==> src/rtl/shift_sequencer.sv <==
// shift_sequencer: multi-cycle iterative ARM LSL/LSR/ASR/ROR shifter for register-specified amounts.
// Ports:
//   clk, rst          rising-edge clock, asynchronous active-high reset
//   start             load request, accepted in IDLE or DONE
//   flush             abort to IDLE without a done pulse (beats start and the shift step)
//   shift_type        00 LSL, 01 LSR, 10 ASR, 11 ROR
//   val_rm, amount    operand and shift amount (Rs[7:0])
//   carry_in          current C flag
//   result, carry_out shifted value and shifter carry-out, held until the next load
//   done              one-cycle pulse when the result is ready
//   busy, stall       high while iterating; stall freezes the upstream pipeline
module shift_sequencer #(
    parameter int STEP = 4
) (
    input  logic        clk,
    input  logic        rst,
    input  logic        start,
    input  logic        flush,
    input  logic [1:0]  shift_type,
    input  logic [31:0] val_rm,
    input  logic [7:0]  amount,
    input  logic        carry_in,
    output logic [31:0] result,
    output logic        carry_out,
    output logic        done,
    output logic        busy,
    output logic        stall
);
    typedef enum logic [1:0] {IDLE, SHIFT, DONE} state_t;
    localparam logic [5:0] STEP_W = 6'(STEP);
    state_t      state_q, state_d;
    logic [31:0] result_q, result_d;
    logic        carry_q, carry_d;
    logic [1:0]  type_q, type_d;
    logic [5:0]  rem_q, rem_d;
    logic [5:0]  k, rem_load;
    logic [31:0] shifted;
    logic        shift_c;
    always_ff @(posedge clk or posedge rst) begin
        if (rst) begin
            state_q  <= IDLE;
            result_q <= '0;
            carry_q  <= 1'b0;
            type_q   <= '0;
            rem_q    <= '0;
        end else begin
            state_q  <= state_d;
            result_q <= result_d;
            carry_q  <= carry_d;
            type_q   <= type_d;
            rem_q    <= rem_d;
        end
    end
    // One iteration step; amounts beyond 32 are saturated to 33 so the final
    // single-bit step shifts out a zero (or the sign for ASR).
    always_comb begin
        k = rem_q < STEP_W ? rem_q : STEP_W;
        case (type_q)
            2'b00:   shifted = result_q << k;
            2'b01:   shifted = result_q >> k;
            2'b10:   shifted = $unsigned($signed(result_q) >>> k);
            default: shifted = (result_q >> k) | (result_q << (6'd32 - k));
        endcase
        shift_c = type_q == 2'b00 ? result_q[5'(6'd32 - k)] : result_q[5'(k - 6'd1)];
        rem_load = shift_type == 2'b11
                 ? (amount == 8'd0 ? 6'd0 : amount[4:0] == 5'd0 ? 6'd32 : {1'b0, amount[4:0]})
                 : (amount > 8'd33 ? 6'd33 : amount[5:0]);
        state_d  = state_q;
        result_d = result_q;
        carry_d  = carry_q;
        type_d   = type_q;
        rem_d    = rem_q;
        if (flush) begin
            state_d = IDLE;
            rem_d   = '0;
        end else if (start && state_q != SHIFT) begin
            result_d = val_rm;
            carry_d  = carry_in;
            type_d   = shift_type;
            rem_d    = rem_load;
            state_d  = rem_load == 6'd0 ? DONE : SHIFT;
        end else if (state_q == SHIFT) begin
            result_d = shifted;
            carry_d  = shift_c;
            rem_d    = rem_q - k;
            state_d  = rem_q == k ? DONE : SHIFT;
        end else begin
            state_d = IDLE;
        end
    end
    always_comb begin
        result    = result_q;
        carry_out = carry_q;
        done      = state_q == DONE;
        busy      = state_q == SHIFT;
        stall     = state_q == SHIFT;
    end
endmodule

==> config.mk <==
export PLATFORM = sky130hd
export DESIGN_NAME = shift_sequencer
export DESIGN_NICKNAME = d
export VERILOG_FILES = /design/src/rtl/shift_sequencer.sv
export SDC_FILE = /design/constraint.sdc
export NUM_CORES = 1
export LEC_CHECK = 0
export BUFFER_PORTS_ARGS = -buffer_cell sky130_fd_sc_hd__buf_2
export CAP_MARGIN = 10
export CORE_MARGIN = 8
export CORE_UTILIZATION = 40
export CTS_CLUSTER_SIZE = 24
export DETAILED_ROUTE_END_ITERATION = 8
export HOLD_SLACK_MARGIN = 0.05
export SYNTH_ARGS = -nofsm -noshare
export SYNTH_HDL_FRONTEND = slang
export SYNTH_SLANG_ARGS = --single-unit
==> constraint.sdc <==
create_clock -name clk -period 4.77 [get_ports clk]
set_input_delay 0.954 -clock clk [delete_from_list [all_inputs] [get_ports clk]]
set_output_delay 0.954 -clock clk [all_outputs]
set_load 0.05 [all_outputs]
==> out/results.ini <==
[run_status]
outcome=finished clean

[logic_synthesis]
synth_top_cell_area_share_pct=20.1
yosysUniqueCellTypes=65
synth_warnings=0
synth-seq-cells=43
ys_seq_area_share_pct=20.1
yosys-top-cells-count=93 x nand2_1, 74 x a21oi_1, 69 x nor2_1
synth_area_um2=5360
synth-edff-count=0
synth.most_common_cell=nand2_1
synth_nets=789
async_reset_ff_share_pct=100
synth_area_per_cell_um2=7.24
synth_largest_area_cell=dfrtp_1
ys.flop_type=dfrtp_1
netlist_instances=740
ys_top_cells_by_area=dfrtp_1 20%, mux2i_1 9.9%, a21oi_1 6.9%

[layout]
diodes=0
areaGrowthSynthToFinish_pct=9.25
nets=802
final_layout_size_suffix_gt1_share_pct=19.6
final_util_pct=44.5

[worst_setup_path]
crit_required_ns=5.00
cp-startpoint=rem_q[4]
rr_startpoint=rem_q[4]
crit_path_end=result[30]
slowest_stage=inv_1
r2r_setup_slack_ns=1.26
critPathLaunchType=register
end_kind=register
slowest_delay_ns=0.59
critPathKind=reg2reg
cp_max_fo=61
cp.arrival_ns=3.74
cp_cell_sequence=nor4_4, buf_4, and2_1, inv_2, ha_1, inv_1, nor2_1, a21oi_1, a21oi_1, or3_1, a21oi_1
r2r-end=result[30]
cpMostUsedCell=a21oi_1
worstRegToRegCells=11

[cts]
clockBufferDepth=2
cts_resized=0
cts_buffers=5
cts_hold_buf=0
cts_tree=yes
root_buffer=clkbuf_16
post_cts.repair.setup_buffers=0
clock_latency_ns=0.31
htreeDepth=2
path_clk_slew_ns=0.07
clock_sinks=43

[power_and_ir_drop]
power.density_nw_per_um2=463
pwr-share-seq_pct=26.4
internal_power_uw=1210
p_leak_uw=0.00238
p_comb_share_pct=59.0
vdd_drop_max_mv=0.226
swShare_pct=55.2
clkPwrFrac_pct=14.7
power.total_uw=2710
switchingPower_uw=1500

[drt]
dr.pass1.iters=6
drc_errors=0
drtAntennaViolNets=0
via_per_inst=6.53
wire_per_inst_um=23.2
first_iter_violations=944
totalWireLength_um=21600
vias=6075

[global_route]
grt_pass1_wl_um=34300
track_usage_pct=24.3
antenna_found_initial=0
grt_max_degree=64
grt_overflow_total=0
grt_pass1_vias=5922

[floorplanning]
coreArea_um2=13100
initial_core_util_pct=40.8
rows=42
dieHeight_um=132
ios=83
die_w_um=132
die-area_um2=17300

[timing]
whs_ns=0.672
maxSlewHeadroom_pct=33.8
period_share_pct=73.6
fin_skew_ns=0.00870
worst_pin_slew_ns=0.991
tns_ns=0
final-hold-violation-count=0
slew_viol_final=0
clock.fmax_mhz=285
rsz0062_at_grt=no
setup_viol=0
period_minus_slack_ns=3.51

[hold_path]
min_path_type=reg2reg

[place]
place.gp.congestion=0.958
hpwl_um=14500
io_buffers=82

[job]
maxCapViolCount=0

per-layer routing:
metal	vias to the layer above	share of wire, %	track usage [%]
met2	346	45	37.0
met3	66	9.8	6.14
met5	-	0	0
met4	0	3.4	10.3
met1	2900	42	31.9
li1	2763	-	-
worst min path at each step:
stage               startpoint          to  cells past startpoint
floorplan             rem_q[3]    rem_q[3]                      3
global placement    result[16]  result[16]                      2
detailed placement   result[0]   result[0]                      2
CTS                  result[0]   result[0]                      2
global route         result[0]   result[0]                      2
finish               result[0]   result[0]                      2
through the flow:
stage,worst slack [ns],instance area [um^2],cells
final,1.26,5850,930
after global routing,0.970,5850,930
after CTS,1.29,5850,930
after detailed placement,1.29,5690,922
after global placement,1.36,5690,922
after floorplan,1.36,5360,740
final cells by class:
cell class	count	area (um^2)
clock buffer	7	153
clock inverter	1	7.51
fill	1392	7290
inverter	8	30.0
multi-input combinational	599	3850
sequential	43	1080
tap	176	220
timing repair buffer	96	515
layout by cell type, fill, tap and decap left out, types with 8 or more instances in the layout:
cell      synthesis  final
a221oi_1         10     10
a211oi_1         21     21
and3_1           12     12
a31oi_1          15     15
buf_2            12     82
buf_4             3     14
nor3_1           28     28
nand3_1          19     19
mux2i_1          53     53
a21oi_1          74     74
o211ai_1         16     16
mux4_2           13     13
mux2_2           12     12
a21boi_0         10     10
o21ai_1           8      8
dfrtp_1          43     42
o21ai_0          45     45
nand2_1          93     93
nor2_1           69     67
critical path: cells and delay by family (launching register included):
family,cells,cell delay (ns)
AO/OA/AOI/OAI,3,0.52
AND/OR/NAND/NOR,4,0.99
adder cells (fa/ha/maj),1,0.28
flip-flops,1,0.46
buffers and inverters,3,1.20
power groups by stage:
stage / Combinational [uW] / Sequential, uW / Clock (uW)
after floorplan: 1050 / 791 / 0
after CTS: 1580 / 697 / 400
after detailed placement: 1570 / 705 / 0
after global routing: 1720 / 723 / 414
final: 1600 / 714 / 397
after global placement: 1560 / 699 / 0
state kept, by name, indices dropped and copies added (netlist names):
signal and flops:
rem_q 6, carry_out 1, state_q 2, type_q 2, result 32
cells by family (layout without fill, tap and decap cells):
| family | count (synthesis) | in the layout | synth area share [%] |
|---|---|---|---|
| other | 1 | 1 | 0.0700 |
| buffers and inverters | 98 | 112 | 8.22 |
| AOI/OAI and AO/OA | 253 | 253 | 30.4 |
| muxes | 79 | 79 | 18.2 |
| DFF | 43 | 43 | 20.1 |
| and+or+nand+nor | 264 | 264 | 22.6 |
| adders and majority gates | 2 | 2 | 0.467 |
Note: power is estimated with default switching activity, not from simulation.
